==> src/rtl/uart_pkg.sv <==
// Shared types and width helpers for the UART link sequencer.
package uart_pkg;

  localparam int unsigned DATA_W_DEF = 8;
  localparam int unsigned ERR_W      = 8;

  typedef enum logic [2:0] {
    IDLE,
    RX,
    TX_LOAD,
    TX_WAIT,
    DONE
  } link_state_e;

  // Occupancy counter width: holds 0..depth inclusive.
  function automatic int unsigned cnt_w(input int unsigned depth);
    return $clog2(depth) + 1;
  endfunction

endpackage

==> src/rtl/uart_sync_fifo.sv <==
// Single-clock FIFO with registered occupancy count and show-ahead head word.
module uart_sync_fifo
  import uart_pkg::*;
#(
  parameter int unsigned DATA_W = DATA_W_DEF,
  parameter int unsigned DEPTH  = 16
) (
  input  logic                      clk,
  input  logic                      rst,
  input  logic                      push,
  input  logic                      pop,
  input  logic [DATA_W-1:0]         din,
  output logic [DATA_W-1:0]         dout,
  output logic [cnt_w(DEPTH)-1:0]   count,
  output logic                      full,
  output logic                      empty
);

  localparam int unsigned PTR_W = $clog2(DEPTH);
  localparam int unsigned CNT_W = cnt_w(DEPTH);

  logic [DATA_W-1:0] mem_q [DEPTH];
  logic [PTR_W-1:0]  wr_ptr_q, wr_ptr_d;
  logic [PTR_W-1:0]  rd_ptr_q, rd_ptr_d;
  logic [CNT_W-1:0]  count_q, count_d;
  logic              push_ok, pop_ok;

  assign full    = (count_q == CNT_W'(DEPTH));
  assign empty   = (count_q == '0);
  assign push_ok = push & ~full;
  assign pop_ok  = pop & ~empty;

  // Pointers wrap naturally because DEPTH is a power of two.
  always_comb begin
    wr_ptr_d = wr_ptr_q;
    rd_ptr_d = rd_ptr_q;
    count_d  = count_q;
    if (push_ok) wr_ptr_d = wr_ptr_q + PTR_W'(1);
    if (pop_ok)  rd_ptr_d = rd_ptr_q + PTR_W'(1);
    case ({push_ok, pop_ok})
      2'b10:   count_d = count_q + CNT_W'(1);
      2'b01:   count_d = count_q - CNT_W'(1);
      default: count_d = count_q;
    endcase
  end

  always_ff @(posedge clk or posedge rst) begin
    if (rst) begin
      wr_ptr_q <= '0;
      rd_ptr_q <= '0;
      count_q  <= '0;
    end else begin
      wr_ptr_q <= wr_ptr_d;
      rd_ptr_q <= rd_ptr_d;
      count_q  <= count_d;
    end
  end

  // Storage needs no reset: occupancy alone decides what is valid.
  always_ff @(posedge clk) begin
    if (push_ok) mem_q[wr_ptr_q] <= din;
  end

  assign dout  = mem_q[rd_ptr_q];
  assign count = count_q;

endmodule

==> src/rtl/uart_link_ctrl.sv <==
// Half-duplex UART link sequencer: buffer a received burst, then replay it
// through the transmitter in arrival order.
module uart_link_ctrl
  import uart_pkg::*;
#(
  parameter int unsigned DATA_W      = DATA_W_DEF,
  parameter int unsigned DEPTH       = 16,
  parameter int unsigned BURST_LEN   = 4,
  parameter int unsigned TIMEOUT_CYC = 1000
) (
  input  logic                      clk,
  input  logic                      rst,
  input  logic                      rx_valid,
  input  logic [DATA_W-1:0]         rx_data,
  input  logic                      rx_err,
  input  logic                      tx_ready,
  input  logic                      tx_done,
  output logic                      tx_start,
  output logic [DATA_W-1:0]         tx_data,
  output logic                      receiving,
  output logic                      received,
  output logic                      transmitting,
  output logic                      transmitted,
  output logic [cnt_w(DEPTH)-1:0]   buf_count,
  output logic                      dropped,
  output logic [ERR_W-1:0]          err_count
);

  localparam int unsigned CNT_W = cnt_w(DEPTH);
  localparam int unsigned TO_W  = $clog2(TIMEOUT_CYC);
  localparam logic [TO_W-1:0]  TO_LAST = TO_W'(TIMEOUT_CYC - 1);
  localparam logic [CNT_W-1:0] BURST   = CNT_W'(BURST_LEN);
  localparam logic [ERR_W-1:0] ERR_MAX = '1;

  link_state_e       state_q, state_d;
  logic [TO_W-1:0]   to_cnt_q, to_cnt_d;
  logic              tx_start_q, tx_start_d;
  logic [DATA_W-1:0] tx_data_q, tx_data_d;
  logic              receiving_q, receiving_d;
  logic              received_q, received_d;
  logic              transmitting_q, transmitting_d;
  logic              transmitted_q, transmitted_d;
  logic              dropped_q, dropped_d;
  logic [ERR_W-1:0]  err_cnt_q, err_cnt_d;

  logic              fifo_push, fifo_pop, fifo_full, fifo_empty;
  logic [DATA_W-1:0] fifo_dout;
  logic [CNT_W-1:0]  fifo_count;

  assign fifo_push = (state_q == RX) & rx_valid & ~rx_err & ~fifo_full;
  assign fifo_pop  = (state_q == TX_LOAD) & ~fifo_empty & tx_ready;

  uart_sync_fifo #(
    .DATA_W (DATA_W),
    .DEPTH  (DEPTH)
  ) u_fifo (
    .clk   (clk),
    .rst   (rst),
    .push  (fifo_push),
    .pop   (fifo_pop),
    .din   (rx_data),
    .dout  (fifo_dout),
    .count (fifo_count),
    .full  (fifo_full),
    .empty (fifo_empty)
  );

  // Next state, timeout counter and registered phase flags.
  always_comb begin
    state_d    = state_q;
    to_cnt_d   = to_cnt_q;
    tx_start_d = 1'b0;
    tx_data_d  = tx_data_q;
    received_d = 1'b0;
    dropped_d  = dropped_q;
    err_cnt_d  = err_cnt_q;

    if (rx_valid && (state_q != RX)) dropped_d = 1'b1;
    if (rx_valid && !rx_err && fifo_full) dropped_d = 1'b1;
    if (rx_valid && rx_err && (err_cnt_q != ERR_MAX)) err_cnt_d = err_cnt_q + ERR_W'(1);

    case (state_q)
      IDLE: state_d = RX;
      RX: begin
        if (fifo_push) begin
          to_cnt_d = '0;
        end else if ((fifo_count != '0) && (to_cnt_q != TO_LAST)) begin
          to_cnt_d = to_cnt_q + TO_W'(1);
        end
        // A push in the exit cycle still lands in the buffer and is replayed.
        if ((fifo_count >= BURST) || ((fifo_count != '0) && (to_cnt_q == TO_LAST))) begin
          state_d    = TX_LOAD;
          received_d = 1'b1;
        end
      end
      TX_LOAD: begin
        if (fifo_empty) begin
          state_d = DONE;
        end else if (tx_ready) begin
          tx_start_d = 1'b1;
          tx_data_d  = fifo_dout;
          state_d    = TX_WAIT;
        end
      end
      TX_WAIT: if (tx_done) state_d = TX_LOAD;
      DONE: begin
        state_d  = RX;
        to_cnt_d = '0;
      end
      default: state_d = IDLE;
    endcase

    receiving_d    = (state_d == RX);
    transmitting_d = (state_d == TX_LOAD) || (state_d == TX_WAIT);
    transmitted_d  = (state_d == IDLE) || (state_d == DONE);
  end

  always_ff @(posedge clk or posedge rst) begin
    if (rst) begin
      state_q        <= IDLE;
      to_cnt_q       <= '0;
      tx_start_q     <= 1'b0;
      tx_data_q      <= '0;
      receiving_q    <= 1'b0;
      received_q     <= 1'b0;
      transmitting_q <= 1'b0;
      transmitted_q  <= 1'b1;
      dropped_q      <= 1'b0;
      err_cnt_q      <= '0;
    end else begin
      state_q        <= state_d;
      to_cnt_q       <= to_cnt_d;
      tx_start_q     <= tx_start_d;
      tx_data_q      <= tx_data_d;
      receiving_q    <= receiving_d;
      received_q     <= received_d;
      transmitting_q <= transmitting_d;
      transmitted_q  <= transmitted_d;
      dropped_q      <= dropped_d;
      err_cnt_q      <= err_cnt_d;
    end
  end

  assign tx_start     = tx_start_q;
  assign tx_data      = tx_data_q;
  assign receiving    = receiving_q;
  assign received     = received_q;
  assign transmitting = transmitting_q;
  assign transmitted  = transmitted_q;
  assign buf_count    = fifo_count;
  assign dropped      = dropped_q;
  assign err_count    = err_cnt_q;

endmodule
==> config.mk <==
export PLATFORM = sky130hd
export DESIGN_NAME = uart_link_ctrl
export DESIGN_NICKNAME = d
export VERILOG_FILES = /design/src/rtl/uart_pkg.sv /design/src/rtl/uart_sync_fifo.sv /design/src/rtl/uart_link_ctrl.sv
export SDC_FILE = /design/constraint.sdc
export NUM_CORES = 1
export LEC_CHECK = 0
export CORE_MARGIN = 4
export CORE_UTILIZATION = 53
export DETAILED_ROUTE_END_ITERATION = 6
export GPL_TIMING_DRIVEN = 0
export PLACE_DENSITY = 0.72
export REMOVE_ABC_BUFFERS = 1
export SYNTH_ARGS = -nofsm -noshare
export SYNTH_HDL_FRONTEND = slang
export SYNTH_SLANG_ARGS = --single-unit
==> constraint.sdc <==
create_clock -name clk -period 4.7 [get_ports clk]
set_input_delay 1.175 -clock clk [delete_from_list [all_inputs] [get_ports clk]]
set_output_delay 1.175 -clock clk [all_outputs]
set_load 0.01 [all_outputs]
# After elaboration in Yosys (flattened, before gate mapping)
# Memory sizes are Yosys's and may differ from the RTL's. A register that Yosys moved wholly into a read port is not among the register bits.
# Index checks and enable logic that the tools add are counted.
[classes]
addsub = 6
magnitude_cmp = 1
n_eq_ne = 16
n_mux = 18
bitwise = 10
reduce_logical = 21
[op_table]
columns = ["cell", "n"]
rows = [
  ["2-to-1 mux 10 bit", 2],
  ["one-hot mux 10 bit (2 select lines)", 1],
  ["== test 3 x 2 -> 1 bit (second input constant)", 4],
  ["2-to-1 mux 3 bit", 4],
  ["one-hot mux 3 bit (4 select lines)", 1],
  ["adder 10 x 1 -> 10 bit (second input constant)", 1],
  ["== test 10 bit (second input constant)", 1],
  ["!= test 10 bit (second input constant)", 1],
  ["one-hot mux 5 bit (2 select lines)", 1],
  ["2-to-1 mux 1 bit", 9],
  ["adder 4 x 1 -> 4 bit (second input constant)", 2],
  ["adder 8 x 1 -> 8 bit (second input constant)", 1],
  ["!= test 8 bit (second input constant)", 1],
  ["bitwise AND 1 bit", 7],
  ["logical AND 1 bit", 7],
  ["== test 3 x 1 -> 1 bit (second input constant)", 2],
  ["== test 3 bit (second input constant)", 2],
  ["logical NOT 3 bit", 2],
  ["!= test 3 x 1 -> 1 bit (second input constant)", 2],
  ["nonzero test 2 bit", 3],
  ["adder 5 x 1 -> 5 bit (second input constant)", 1],
  ["== test 5 bit (second input constant)", 1],
  ["greater-or-equal comparator 5 x 3 -> 1 bit (second input constant)", 1],
  ["logical NOT 5 bit", 1],
  ["other kinds (10)", 14],
]
[word_totals]
ff_bits = 40
ram_bits = 128
inputBits = 14
out_inout_bits = 27
memories = 1
[mem_list]
columns = ["name", "depth", "word_bits", "rd", "rd_clocked_by_memory_dff", "wr", "line_no", "text"]
rows = [
  ["u_fifo.mem_q", 16, 8, 1, 1, 1, "uart_sync_fifo.sv:22", "logic [DATA_W-1:0] mem_q [DEPTH];"],
]

# Logic depth before layout (Yosys ltp)
# Gate-level depths: netlist of the first run.
[depth]
word_depth = 7
depth_mapped = 14

# Cells and area by module
# Synthesis of the first run repeated with hierarchy kept, for this count alone.
[hier_totals]
cells_unflattened = 484
hier_area_um2 = 7413.4
[modules_own_cells]
columns = ["module", "instances", "cells_each", "area_each_um2", "seq_area_each_um2"]
rows = [
  ["uart_sync_fifo", 1, 333, 5796.8, 4169.0],
  ["uart_link_ctrl", 1, 151, 1616.6, 877.1],
]

# Worst setup path after synthesis of the first run
# OpenSTA, ideal clock, no wires.
[synth_timing]
kind = "input -> register"
from = "input port rx_valid"
to = "register u_fifo.count_q[4], in the netlist u_fifo.count[4]"
setup_time_ps = 127
arrival_time_ps = 3132
required_time_ps = 4573
setup_slack_ps = 1441
stages = 12
path_buffers = 2
cell_sequence = "and4b_1 buf_4 inv_2 buf_2 ha_1 inv_1 fa_1 nor2b_1 o21ai_1 nand3_1 or3b_1 xnor2_1"
[synth_between]
elab_chain_len = 6
[synth_lines]
columns = ["item", "line_no", "text"]
rows = [
  ["start: declaration", "uart_link_ctrl.sv:13", "input logic rx_valid,"],
  ["bitwise AND 1 bit (*) (3 in series)", "uart_link_ctrl.sv:50", "assign fifo_push = (state_q == RX) & rx_valid & ~rx_err & ~fifo_full;"],
  ["bitwise AND 1 bit (*)", "uart_sync_fifo.sv:30", "assign push_ok = push & ~full;"],
  ["== test 2 x 1 -> 1 bit / == test 2 bit (equally long branches)", "uart_sync_fifo.sv:40", "case ({push_ok, pop_ok})"],
  ["one-hot mux 5 bit (2 select lines) / nonzero test 2 bit (equally long branches)", "n/a", ""],
  ["end signal: assignment", "uart_sync_fifo.sv:55", "count_q <= count_d;"],
  ["end: declaration", "uart_sync_fifo.sv:25", "logic [CNT_W-1:0] count_q, count_d;"],
]
# Mark *: on every way between the ends. The rest lies on a longest branch, timed or not.
# A chain may end at the register's enable or synchronous reset.

# Final worst setup path of the first run
# Same ends and word-level chain as after synthesis.

==> results of run 1 <==
## area by class of cell
cell class,count,area [um^2]
sequential,176,5049
inverter,10,37.54
fill,940,4876
clock buffer,21,440.4
multi-input combinational,229,2073
timing repair buffer,42,440.4
clock inverter,11,211.5
tap,176,220.2
## through the flow
stage / cells / utilization
3_5_place_dp: 633 / 0.5859
3_3_place_gp: 631 / 0.5827
6_report: 665 / 0.6347
2_1_floorplan: 415 / -
5_1_grt: 665 / 0.6347
4_1_cts: 665 / 0.6347
## kinds of logic (layout without fill, tap and decap cells)
| logic type | Yosys count | in the layout | share of synthesized area |
|---|---|---|---|
| flip-flops | 176 | 176 | 0.6947 |
| AND/OR/NAND/NOR | 109 | 109 | 0.08269 |
| AO/OA/AOI/OAI | 47 | 47 | 0.04548 |
| multiplexers | 46 | 46 | 0.1175 |
| buffers and inverters | 27 | 84 | 0.01981 |
| XOR/XNOR | 15 | 15 | 0.01809 |
| adder cells (fa/ha/maj) | 12 | 12 | 0.02171 |
## registers in the layout, indices dropped and copies added (netlist names), 3 cells and up
name and count:
state_q 3, u_fifo.wr_ptr_q 4, to_cnt_q 10, err_count 8, u_fifo.count 5, tx_data 8
u_fifo.mem_q 128, u_fifo.rd_ptr_q 4
## worst min path at each step
| stage | end | slack, ns | cells after the start |
|---|---|---|---|
| 4_1_cts | dropped | 0.46 | 1 |
| 3_5_place_dp | dropped | 0.45 | 1 |
| 3_3_place_gp | dropped | 0.44 | 1 |
| 5_1_grt | dropped | 0.49 | 1 |
| 2_1_floorplan | to_cnt_q[9] | 0.44 | 1 |
| 6_report | dropped | 0.46 | 1 |
## power breakdown
part / switching [mW] / internal, mW
registers: 0.325 / 1.85
logic: 0.539 / 0.712
clock network: 0.559 / 0.994
total: 1.42 / 3.55
## metal layers
metal,GRT usage,up-vias
li1,-,1775
met1,0.2426,2051
met2,0.3100,83
met3,0.04520,15
met4,0.06122,0
met5,0,-
## worst register-to-register path: cells and delay by family (launching register included)
| kind | cells | cell delay, ns |
|---|---|---|
| adder cells (fa/ha/maj) | 2 | 0.77 |
| buffers and inverters | 1 | 0.11 |
| XOR/XNOR | 1 | 0.13 |
| AO/OA/AOI/OAI | 1 | 0.09 |
| AND/OR/NAND/NOR | 6 | 1.74 |
| flip-flops | 1 | 0.47 |
## Yosys cell counts, drive strengths merged (2+ instances only)
| cell type | instances |
|---|---|
| and3 | 13 |
| o41ai | 2 |
| ha | 11 |
| or3b | 2 |
| o31ai | 4 |
| nor2b | 4 |
| mux4 | 31 |
| xnor2 | 10 |
| nor3b | 2 |
| a21o | 2 |
| nand2 | 15 |
| o22ai | 5 |
| nor2 | 23 |
| or2 | 3 |
| mux2i | 11 |
| a221oi | 5 |
| o32ai | 2 |
| edfxtp | 128 |
| mux2 | 4 |
| nand3 | 9 |
| o21ai | 6 |
| nor3 | 7 |
| xor2 | 5 |
| o21a | 2 |
| dfrtp | 47 |
| nand4 | 13 |
| inv | 10 |
| a211oi | 4 |
| buf | 15 |
| o2111ai | 2 |
| a21oi | 11 |
| clkbuf | 2 |
| nand2b | 2 |
| and2 | 13 |
==> summary.md, run 1 <==
| Metric | Value |
|---|---|
| Post-route design area | 8472 um^2 |
| Place WS | about 0.42 ns |
| Routed WL | between 10 and 15 mm |
| Synth area leader | edfxtp_1 |
| Residual DRC | 0 |
| Final worst path period share | 0.8212 |
| Top cells by area, synth | edfxtp_1 (53%), dfrtp_1 (16%), mux4_2 (9.6%) |
| P&R area growth vs syn | 16.64% |
| Initial antenna violation count | 0 |
| Pleak | 2.993 nW |
| Drt initial violations | between 300 and 400 |
| PwrDens | between 500 and 600 nW/um^2 |
| Most frequent CP cell | ha_1 |
| Port Buf Inserts | 40 |
| First-pass DRT Iterations | 5 |
| CP top delay family | simple AND/OR/NAND/NOR gates |
| Met3 WL | between 400 and 500 um |
| Total GRT Usage | 0.1858 |
| Clk_lat worst skew | approximately 0.42 ns |
| Total power | around 5 mW |
| R2r worst-path depth | 11 |
| Fmax | about 0.26 GHz |
| Top Layer Used | met4 |
| Gr ovfl total | 0 |
| Worst rel slew slack | 0.3977 |
| Tightest Pin Transition | around 0.9 ns |
| CP max FO | 15 |
| Synth async-reset ratio | 0.2727 |
| Post-CTS Resized | 0 |
| Horiz. Die Dim | around 130 um |
| Largest net degree at the start of global routing | 37 |
| Routed len/inst | approximately 21 um |
| TritonCTS buffer count | 17 |
| Final setup viols | 0 |
| Syn_area_per_cell | between 15 and 20 um^2 |
| Commonest non-fill, non-tap cells in the layout | edfxtp_1 (128), dfrtp_1 (45), clkdlybuf4s50_1 (40), mux4_2 (31), nor2_1 (22) |
| Cts hold-fix bufs | 0 |
| Starting Density | 0.5442 |
| Slack of the worst reg-to-reg path | between 1 and 1.5 ns |
| Post-Syn Area | 7263 um^2 |
| Placed cell areas | 7820 um^2 |
| Syn. warnings | 0 |
| Number of global-route vias before repair | about 4100 |
| Final-report max-slew violation count | 0 |
| Critical-path top delay cell | and4b_1 |
| Clock-pin slew on the worst setup and hold paths | 0.06 ns |
| CTS tree | done |
| Via count | 3924 |
| Clk sinks | about 180 |
| Post-synth EDFFs | around 130 |
| Leading cell type in the layout, fill and taps excluded | edfxtp_1 |
| Post-synthesis sequential element count | 176 |
| Die height | ~130 um |
| Crit Path Class | primary input to flop |
| Worst clock skew | approximately 0.0056 ns |
| Global-route wire length before repair | approximately 22 mm |
| CP max stage delay | 0.63 ns |
| Met2 wire len | a little over 7 mm |
| Net count, final | 502 |
| RR Endpoint | u_fifo.count[4] |
| DP HPWL | ~9 mm |
| Instance count on the critical path | 10 |
| Outcome | finished, final reports clean |
| Max-Cap Viols | 0 |
| Final WS setup | roughly 0.84 ns |
| Netlist cell types | 53 |
| Hold Crit Class | flop to flop |
| Htree depth | 4 |
| Sequential area share after synthesis | 0.6947 |
| Tmin final | just under 4 ns |
| Hold Path Origin | dropped |
| Full die area | between 15000 and 20000 um^2 |
| CTS Root Cell | clkbuf_16 |
| Yosys top cell area share | 0.5292 |
| RSZ-0062 raised after global routing | false |
| Setup crit end kind | flop |
| Final hold slack | 0.4629 ns |
| Core Area | between 10000 and 15000 um^2 |
| Final-report hold violation count | 0 |
| Buf/Inv on CP | 2 |
| Clk buf depth | 2 |
| Ports | 41 |
| Crit path launch type | primary input |
| TNS Setup | 0 ns |
| Row count | 42 |
| Post-CTS Setup Bufs | 0 |
| Critical R2R Launch | state_q[2] |
| RePlAce Congestion | between 0.8 and 0.9 |
| # diodes | 0 |
| Number of routed nets with antenna violations | 0 |
| Synth Flop Type | edfxtp_1 |
| Start point of the critical path | rx_valid |
| Syn Inst Count | 432 |
| CP cell instances | clkdlybuf4s50_1 -> and4b_1 -> inv_2 -> ha_1 -> ha_1 -> nor2b_1 -> o21ai_1 -> a21oi_1 -> or3b_1 -> xnor2_1 |
| Peak VDD IR | ~340 uV |
| Ratio of cells with drive above 1 in the final layout | 0.1513 |
| Via density per instance | 5.901 |
| WP data required | about 5.0 ns |
| DRT met1 WL | between 5 and 6 mm |
| End of the critical path | u_fifo.count[4] |
| Critical Path AT | ~4.2 ns |
(Power assumes the default switching activity.)
==> inputs of run 2 (changes only) <==
--- a/config.mk
+++ b/config.mk
@@ -9,7 +9,7 @@
 export CORE_UTILIZATION = 53
 export DETAILED_ROUTE_END_ITERATION = 6
 export GPL_TIMING_DRIVEN = 0
-export PLACE_DENSITY = 0.72
+export PLACE_DENSITY = 0.75
 export REMOVE_ABC_BUFFERS = 1
 export SYNTH_ARGS = -nofsm -noshare
 export SYNTH_HDL_FRONTEND = slang
==> constraint.sdc (replaced) <==
create_clock -name clk -period 3.41 [get_ports clk]
set_input_delay 0.8525 -clock clk [delete_from_list [all_inputs] [get_ports clk]]
set_output_delay 0.8525 -clock clk [all_outputs]
set_load 0.01 [all_outputs]
==> run 2 against run 1 <==
Cell area about the same. Clock power up 37%. Setup slack worse by 0.65 ns. Critical path depth up 1. Clock skew up 0.0022 ns. Count of clock-buffer cells in the layout up 2. Critical endpoint unchanged. Largest cell class unchanged.
==> summary.md, run 2 (synthesis gave the netlist of run 1 again) <==
| Metric | Value |
|---|---|
| WP data required | 3.72 ns (was 5.01 ns) |
| Drt initial violations | 303 (was 346) |
| First-pass DRT Iterations | 5 (unchanged) |
| Full die area | 15640 um^2 (unchanged) |
| Crit path launch type | primary input (unchanged) |
| CP max FO | 15 (unchanged) |
| Final setup viols | 0 (unchanged) |
| Peak VDD IR | 447.2 uV (was 337.2 uV) |
| Ratio of cells with drive above 1 in the final layout | 0.1575 (was 0.1513) |
| Slack of the worst reg-to-reg path | 0.26 ns (was 1.28 ns) |
| DP HPWL | 9.109 mm (was 8.899 mm) |
| Total GRT Usage | 0.1937 (was 0.1858) |
| Clk buf depth | 2 (unchanged) |
| Residual DRC | 0 (unchanged) |
| Tightest Pin Transition | 0.9839 ns (was 0.9035 ns) |
| Reg power frac | 0.437 (about the same) |
| PwrDens | 812.4 nW/um^2 (was 587.3 nW/um^2) |
| Hold Crit Class | flop to flop (unchanged) |
| Routed len/inst | 21.44 um (was 20.71 um) |
| Final worst path period share | 0.9455 |
| Routed WL | 14.26 mm (was 13.77 mm) |
| Leading cell type in the layout, fill and taps excluded | edfxtp_1 (unchanged) |
| Core Util, Final | 0.6350 (was 0.6347) |
| RSZ-0062 raised after global routing | false (unchanged) |
| Die height | 125.1 um (unchanged) |
| Max-Cap Viols | 0 (unchanged) |
| CTS Root Cell | clkbuf_16 (unchanged) |
| Row count | 42 (unchanged) |
| Clock network fraction of total power | 0.309 (was 0.312) |
| Ports | 41 (unchanged) |
| Net count, final | 502 (unchanged) |
| Fmax | between 0.3 and 0.4 GHz |
| Number of global-route vias before repair | 4233 (was 4109) |
| Clock-pin slew on the worst setup and hold paths | 0.06 ns (about the same) |
| Global-route wire length before repair | 23.08 mm (was 22.16 mm) |
| Net switching power figure | 2.012 mW (was 1.423 mW) |
| Final-report hold violation count | 0 (unchanged) |
| Commonest non-fill, non-tap cells in the layout | edfxtp_1 (128), dfrtp_1 (45), clkdlybuf4s50_1 (40), mux4_2 (31), nor2_1 (22) (unchanged) |
| Outcome | finished, final reports clean (unchanged) |
| TritonCTS buffer count | 17 (unchanged) |
| Pleak | 2.996 nW (was 2.993 nW) |
| Setup crit end kind | flop (unchanged) |
| TNS Setup | 0 ns (unchanged) |
| Core Area | 13350 um^2 (unchanged) |
| Max reg flops | 128 (unchanged) |
| Gr ovfl total | 0 (unchanged) |
| P&R area growth vs syn | 16.69% (was 16.64%) |
| Htree depth | 4 (unchanged) |
| Critical Path AT | 3.54 ns (was 4.17 ns) |
| Clk_lat worst skew | 0.43 ns (was 0.42 ns) |
| Tmin final | 3.224 ns |
| Initial antenna violation count | 0 (unchanged) |
| Crit Path Class | primary input to flop (unchanged) |
| Via count | 3991 (was 3924) |
| CTS tree | done (unchanged) |
| Post-CTS Setup Bufs | 0 (unchanged) |
| Cell internal pwr | 4.873 mW (was 3.552 mW) |
| Number of routed nets with antenna violations | 0 (unchanged) |
| Combinational share of power | 0.254 (was 0.251) |
| Worst clock skew | 0.007811 ns (was 0.005570 ns) |
| Via density per instance | 6.002 (was 5.901) |
| Worst rel slew slack | 0.3440 (was 0.3977) |
| Biggest regs | u_fifo.mem_q (128), to_cnt_q (10) (unchanged) |
| Biggest register | u_fifo.mem_q (unchanged) |
| Clk sinks | 176 (unchanged) |
| Starting Density | 0.5442 (unchanged) |
| Horiz. Die Dim | 125.1 um (unchanged) |
| # diodes | 0 (unchanged) |
| Switching share of power | 0.2922 (was 0.2860) |
| Final-report max-slew violation count | 0 (unchanged) |
| Port Buf Inserts | 40 (unchanged) |
| RePlAce Congestion | 0.7829 (was 0.8100) |
| Largest net degree at the start of global routing | 44 (was 37) |
[run 2: cell types whose count changed in the layout (fill, tap and decap cells not counted), sizes merged]
| cell | change |
|---|---|
| clkbuf | +2 |
| bufinv | -1 |
| clkinvlp | -1 |
[run 2: area by class of cell]
cell class | count | area (um^2)
Sequential cell | 176 | 5049
Fill cell | 968 | 4872
Multi-Input combinational cell | 229 | 2076
Clock buffer | 23 | 467.9
Timing Repair Buffer | 42 | 440.4
Tap cell | 176 | 220.2
Clock inverter | 9 | 182.7
Inverter | 10 | 40.04
[run 2: worst max-delay path, cell delays in order]
cell and delay [ns]:
clkdlybuf4s50_1 0.55, and4b_2 0.38, inv_4 0.18, ha_1 0.26, inv_1 0.11, fa_1 0.42, nor2b_1 0.13, o21ai_1 0.08
nand3_1 0.08, or3b_1 0.36, xnor2_1 0.13
[run 2: what timing repair did]
| action | 4_1_cts | 5_1_grt |
|---|---|---|
| resized for setup | 2 | 1 |
| setup endpoints to repair | 1 | 1 |
| hold buffers | 0 | 0 |
[run 2: final timing paths]
path / cells after the start / startpoint / end
setup / recovery: 11 / rx_err / u_fifo.count[4]
hold / removal: 1 / dropped / dropped
setup reg to reg: 11 / state_q[2] / u_fifo.count[4]
hold reg to reg: 1 / dropped / dropped
max in group asynchronous: 3 / rst / transmitted
min in group asynchronous: 2 / rst / tx_data[7]
[run 2: power groups by stage]
stage	combinational [mW]	sequential, mW	clock (mW)
4_1_cts	1.77	3.02	2.15
5_1_grt	1.92	3.06	2.24
6_report	1.75	3.01	2.13
2_1_floorplan	1.08	3.01	0
3_3_place_gp	1.64	3.09	0
3_5_place_dp	1.76	3.06	0
[run 2: routing by layer]
| layer | wire length [um] | track usage | vias to the layer above |
|---|---|---|---|
| met5 | 0 | 0 | - |
| met4 | 302 | 0.07972 | 0 |
| met3 | 630 | 0.03625 | 22 |
| met2 | 7334 | 0.3246 | 106 |
| met1 | 5990 | 0.2520 | 2084 |
| li1 | - | - | 1779 |
[run 2: through the flow]
step | setup WS (ns) | hold WS, ns | instances | power (mW) | instance area (um^2)
CTS | 0.1170 | 0.4871 | 665 | 6.936 | 8473
detailed placement | -0.5706 | 0.4721 | 633 | 4.816 | 7820
global route | 0.009121 | 0.4967 | 665 | 7.226 | 8476
global placement | -0.4730 | 0.4416 | 631 | 4.723 | 7777
finish | 0.1859 | 0.4857 | 665 | 6.885 | 8476
floorplan | 0.3925 | 0.4440 | 415 | 4.086 | 7157
==> inputs of run 3 (changes only) <==
--- a/config.mk
+++ b/config.mk
@@ -10,7 +10,6 @@
 export DETAILED_ROUTE_END_ITERATION = 6
 export GPL_TIMING_DRIVEN = 0
 export PLACE_DENSITY = 0.75
-export REMOVE_ABC_BUFFERS = 1
 export SYNTH_ARGS = -nofsm -noshare
 export SYNTH_HDL_FRONTEND = slang
 export SYNTH_SLANG_ARGS = --single-unit
==> run 3 against run 2 <==
Utilization up 0.19 points. Hold slack lost 0.025 ns. Critical path depth up 1. Routed wire length down 3.4%. Setup slack improved by 0.013 ns. Clock power fell by 8%. Count of clock-buffer cells in the layout shrank 5. Combinational power grew 14%. Die area stayed put. Largest cell class unchanged. Highest routed layer unchanged.
==> summary.md, run 3 (synthesis gave the netlist of run 1 again) <==
| Metric | Value |
|---|---|
| Htree depth | 4 (unchanged) |
| Crit Path Class | primary input to flop (unchanged) |
| Cts hold-fix bufs | 0 (unchanged) |
| Worst rel slew slack | 0.5398 (was 0.3440) |
| Final setup viols | 0 (unchanged) |
| Number of fill cells | 936 (was 968) |
| Horiz. Die Dim | 125.1 um (unchanged) |
| Worst clock skew | 0.01263 ns (was 0.007811 ns) |
| Total GRT Usage | 0.1861 (was 0.1937) |
| Drt initial violations | 343 (was 303) |
| Outcome | finished, final reports clean (unchanged) |
| Residual DRC | 0 (unchanged) |
| Slack of the worst reg-to-reg path | 0.34 ns (was 0.26 ns) |
| First-pass DRT Iterations | 5 (unchanged) |
| CP max FO | 12 (was 15) |
| CTS Root Cell | clkbuf_16 (unchanged) |
| Final WS setup | 0.1989 ns (was 0.1859 ns) |
| Place WS | -0.3896 ns (was -0.5706 ns) |
| Number of routed nets with antenna violations | 0 (unchanged) |
| GR Layer Usage met2 | 0.3009 (was 0.3246) |
| Post-route design area | 8501 um^2 (was 8476 um^2) |
| Core Area | 13350 um^2 (unchanged) |
| Number of global-route vias before repair | 3993 (was 4233) |
| DP HPWL | 9.220 mm (was 9.109 mm) |
| Placed cell areas | 7904 um^2 (was 7820 um^2) |
| Final hold slack | 0.4607 ns (was 0.4857 ns) |
| RePlAce Congestion | 0.8283 (was 0.7829) |
| Ratio of cells with drive above 1 in the final layout | 0.1746 (was 0.1575) |
| Biggest register | u_fifo.mem_q (unchanged) |
| Critical Path AT | 3.53 ns (was 3.54 ns) |
| Routed WL | 13.77 mm (was 14.26 mm) |
| Die height | 125.1 um (unchanged) |
| Setup crit end kind | flop (unchanged) |
| CTS tree | done (unchanged) |
| Synthesized Nets | roughly 460 |
| Tightest Pin Transition | 0.6903 ns (was 0.9839 ns) |
| Ports | 41 (unchanged) |
| Clk sinks | 176 (unchanged) |
| # diodes | 0 (unchanged) |
| Hold Crit Class | flop to flop (unchanged) |
| RSZ-0062 raised after global routing | false (unchanged) |
| Leading cell type in the layout, fill and taps excluded | edfxtp_1 (unchanged) |
| Row count | 42 (unchanged) |
| Grt peak-use layer | met2 (unchanged) |
| Met1 Track Usage GR | 0.2503 (was 0.2520) |
| Clk_lat worst skew | 0.43 ns (about the same) |
| Post-CTS Resized | 0 (was 2) |
| Max reg flops | 128 (unchanged) |
| Starting Density | 0.5442 (unchanged) |
| Crit path launch type | primary input (unchanged) |
| PwrDens | 794.1 nW/um^2 (was 812.4 nW/um^2) |
| Via density per instance | 5.759 (was 6.002) |
| WP data required | 3.73 ns (was 3.72 ns) |
| Final-report hold violation count | 0 (unchanged) |
| TNS Setup | 0 ns (unchanged) |
| Routed len/inst | 20.25 um (was 21.44 um) |
| Final-report max-slew violation count | 0 (unchanged) |
| Post-CTS Setup Bufs | 0 (unchanged) |
| Gr ovfl total | 0 (unchanged) |
| P&R area growth vs syn | 17.04% (was 16.69%) |
| Initial antenna violation count | 0 (unchanged) |
| Largest net degree at the start of global routing | 37 (was 44) |
| Clk buf depth | 2 (unchanged) |
| Met3 Use GR | 0.04947 (was 0.03625) |
| Pleak | 3.040 nW (was 2.996 nW) |
| Tmin final | 3.211 ns (was 3.224 ns) |
| Net count, final | 517 (was 502) |
| Final worst path period share | 0.9417 (was 0.9455) |
| Commonest non-fill, non-tap cells in the layout | edfxtp_1 (128), dfrtp_1 (47), clkdlybuf4s50_1 (39), mux4_2 (31), nor2_1 (22) (was edfxtp_1 (128), dfrtp_1 (45), clkdlybuf4s50_1 (40), mux4_2 (31), nor2_1 (22)) |
| Fmax | 0.3114 GHz (was 0.3102 GHz) |
| Port Buf Inserts | 40 (unchanged) |
| Via count | 3916 (was 3991) |
| Clock-pin slew on the worst setup and hold paths | 0.06 ns (about the same) |
| Full die area | 15640 um^2 (unchanged) |
| Max-Cap Viols | 0 (unchanged) |
| TritonCTS buffer count | 17 (unchanged) |
| Biggest regs | u_fifo.mem_q (128), to_cnt_q (10) (unchanged) |
| Peak VDD IR | 499.5 uV (was 447.2 uV) |
| Global-route wire length before repair | 22.03 mm (was 23.08 mm) |
run 3: changes by cell type in the layout (fill, tap and decap cells not counted), sizes merged:
| cell | delta |
|---|---|
| dlymetal6s2s | +1 |
| inv | +1 |
| clkinvlp | +1 |
| clkbuf | -3 |
| buf | +13 |
| clkdlybuf4s50 | -1 |
| bufinv | -2 |
| clkinv | +5 |
run 3: metal layers:
layer	vias to the layer above	routed length (um)	share of wire
met3	16	625	0.045
met2	84	7036	0.51
li1	1810	-	-
met5	-	0	0
met1	2006	5883	0.43
met4	0	224	0.016
run 3: final timing paths:
| check | start | endpoint | cells after the start |
|---|---|---|---|
| setup / recovery | rx_valid | u_fifo.count[4] | 12 |
| hold / removal | dropped | dropped | 1 |
| setup reg to reg | state_q[2] | u_fifo.count[4] | 13 |
| hold reg to reg | dropped | dropped | 1 |
| max in group asynchronous | rst | transmitted | 3 |
| min in group asynchronous | rst | u_fifo.rd_ptr_q[2] | 2 |
run 3: power breakdown:
group	internal [mW]	total, mW	leakage (nW)	switching, mW
Sequential	2.55	2.80	1.73	0.256
Combinational	1.02	1.99	1.02	0.972
Clock	1.15	1.96	0.286	0.806
Total	4.72	6.75	3.04	2.03
run 3: through the flow:
step,util,instances,total power [mW]
2_1_floorplan,-,432,4.158
3_3_place_gp,0.5906,648,4.777
3_5_place_dp,0.5921,649,4.845
4_1_cts,0.6369,681,6.808
5_1_grt,0.6369,680,7.110
6_report,0.6369,680,6.750
run 3: critical path, cell delays in order:
cell	delay, ns
clkdlybuf4s50_1	0.51
and4b_1	0.26
buf_4	0.16
inv_2	0.18
ha_2	0.26
inv_1	0.09
fa_1	0.41
nor2b_1	0.14
o21ai_1	0.08
nand3_1	0.08
or3b_1	0.36
xnor2_1	0.13
run 3: final cells by class:
class                      instances  area, um^2  share of cell area
tap                              176       220.2             0.02591
buffer                            16       101.3             0.01192
sequential                       176        5046              0.5936
timing repair buffer              41       422.9             0.04975
clock inverter                    14       167.7             0.01972
inverter                          10       37.54            0.004416
multi-input combinational        229        2076              0.2442
clock buffer                      18       429.2             0.05049
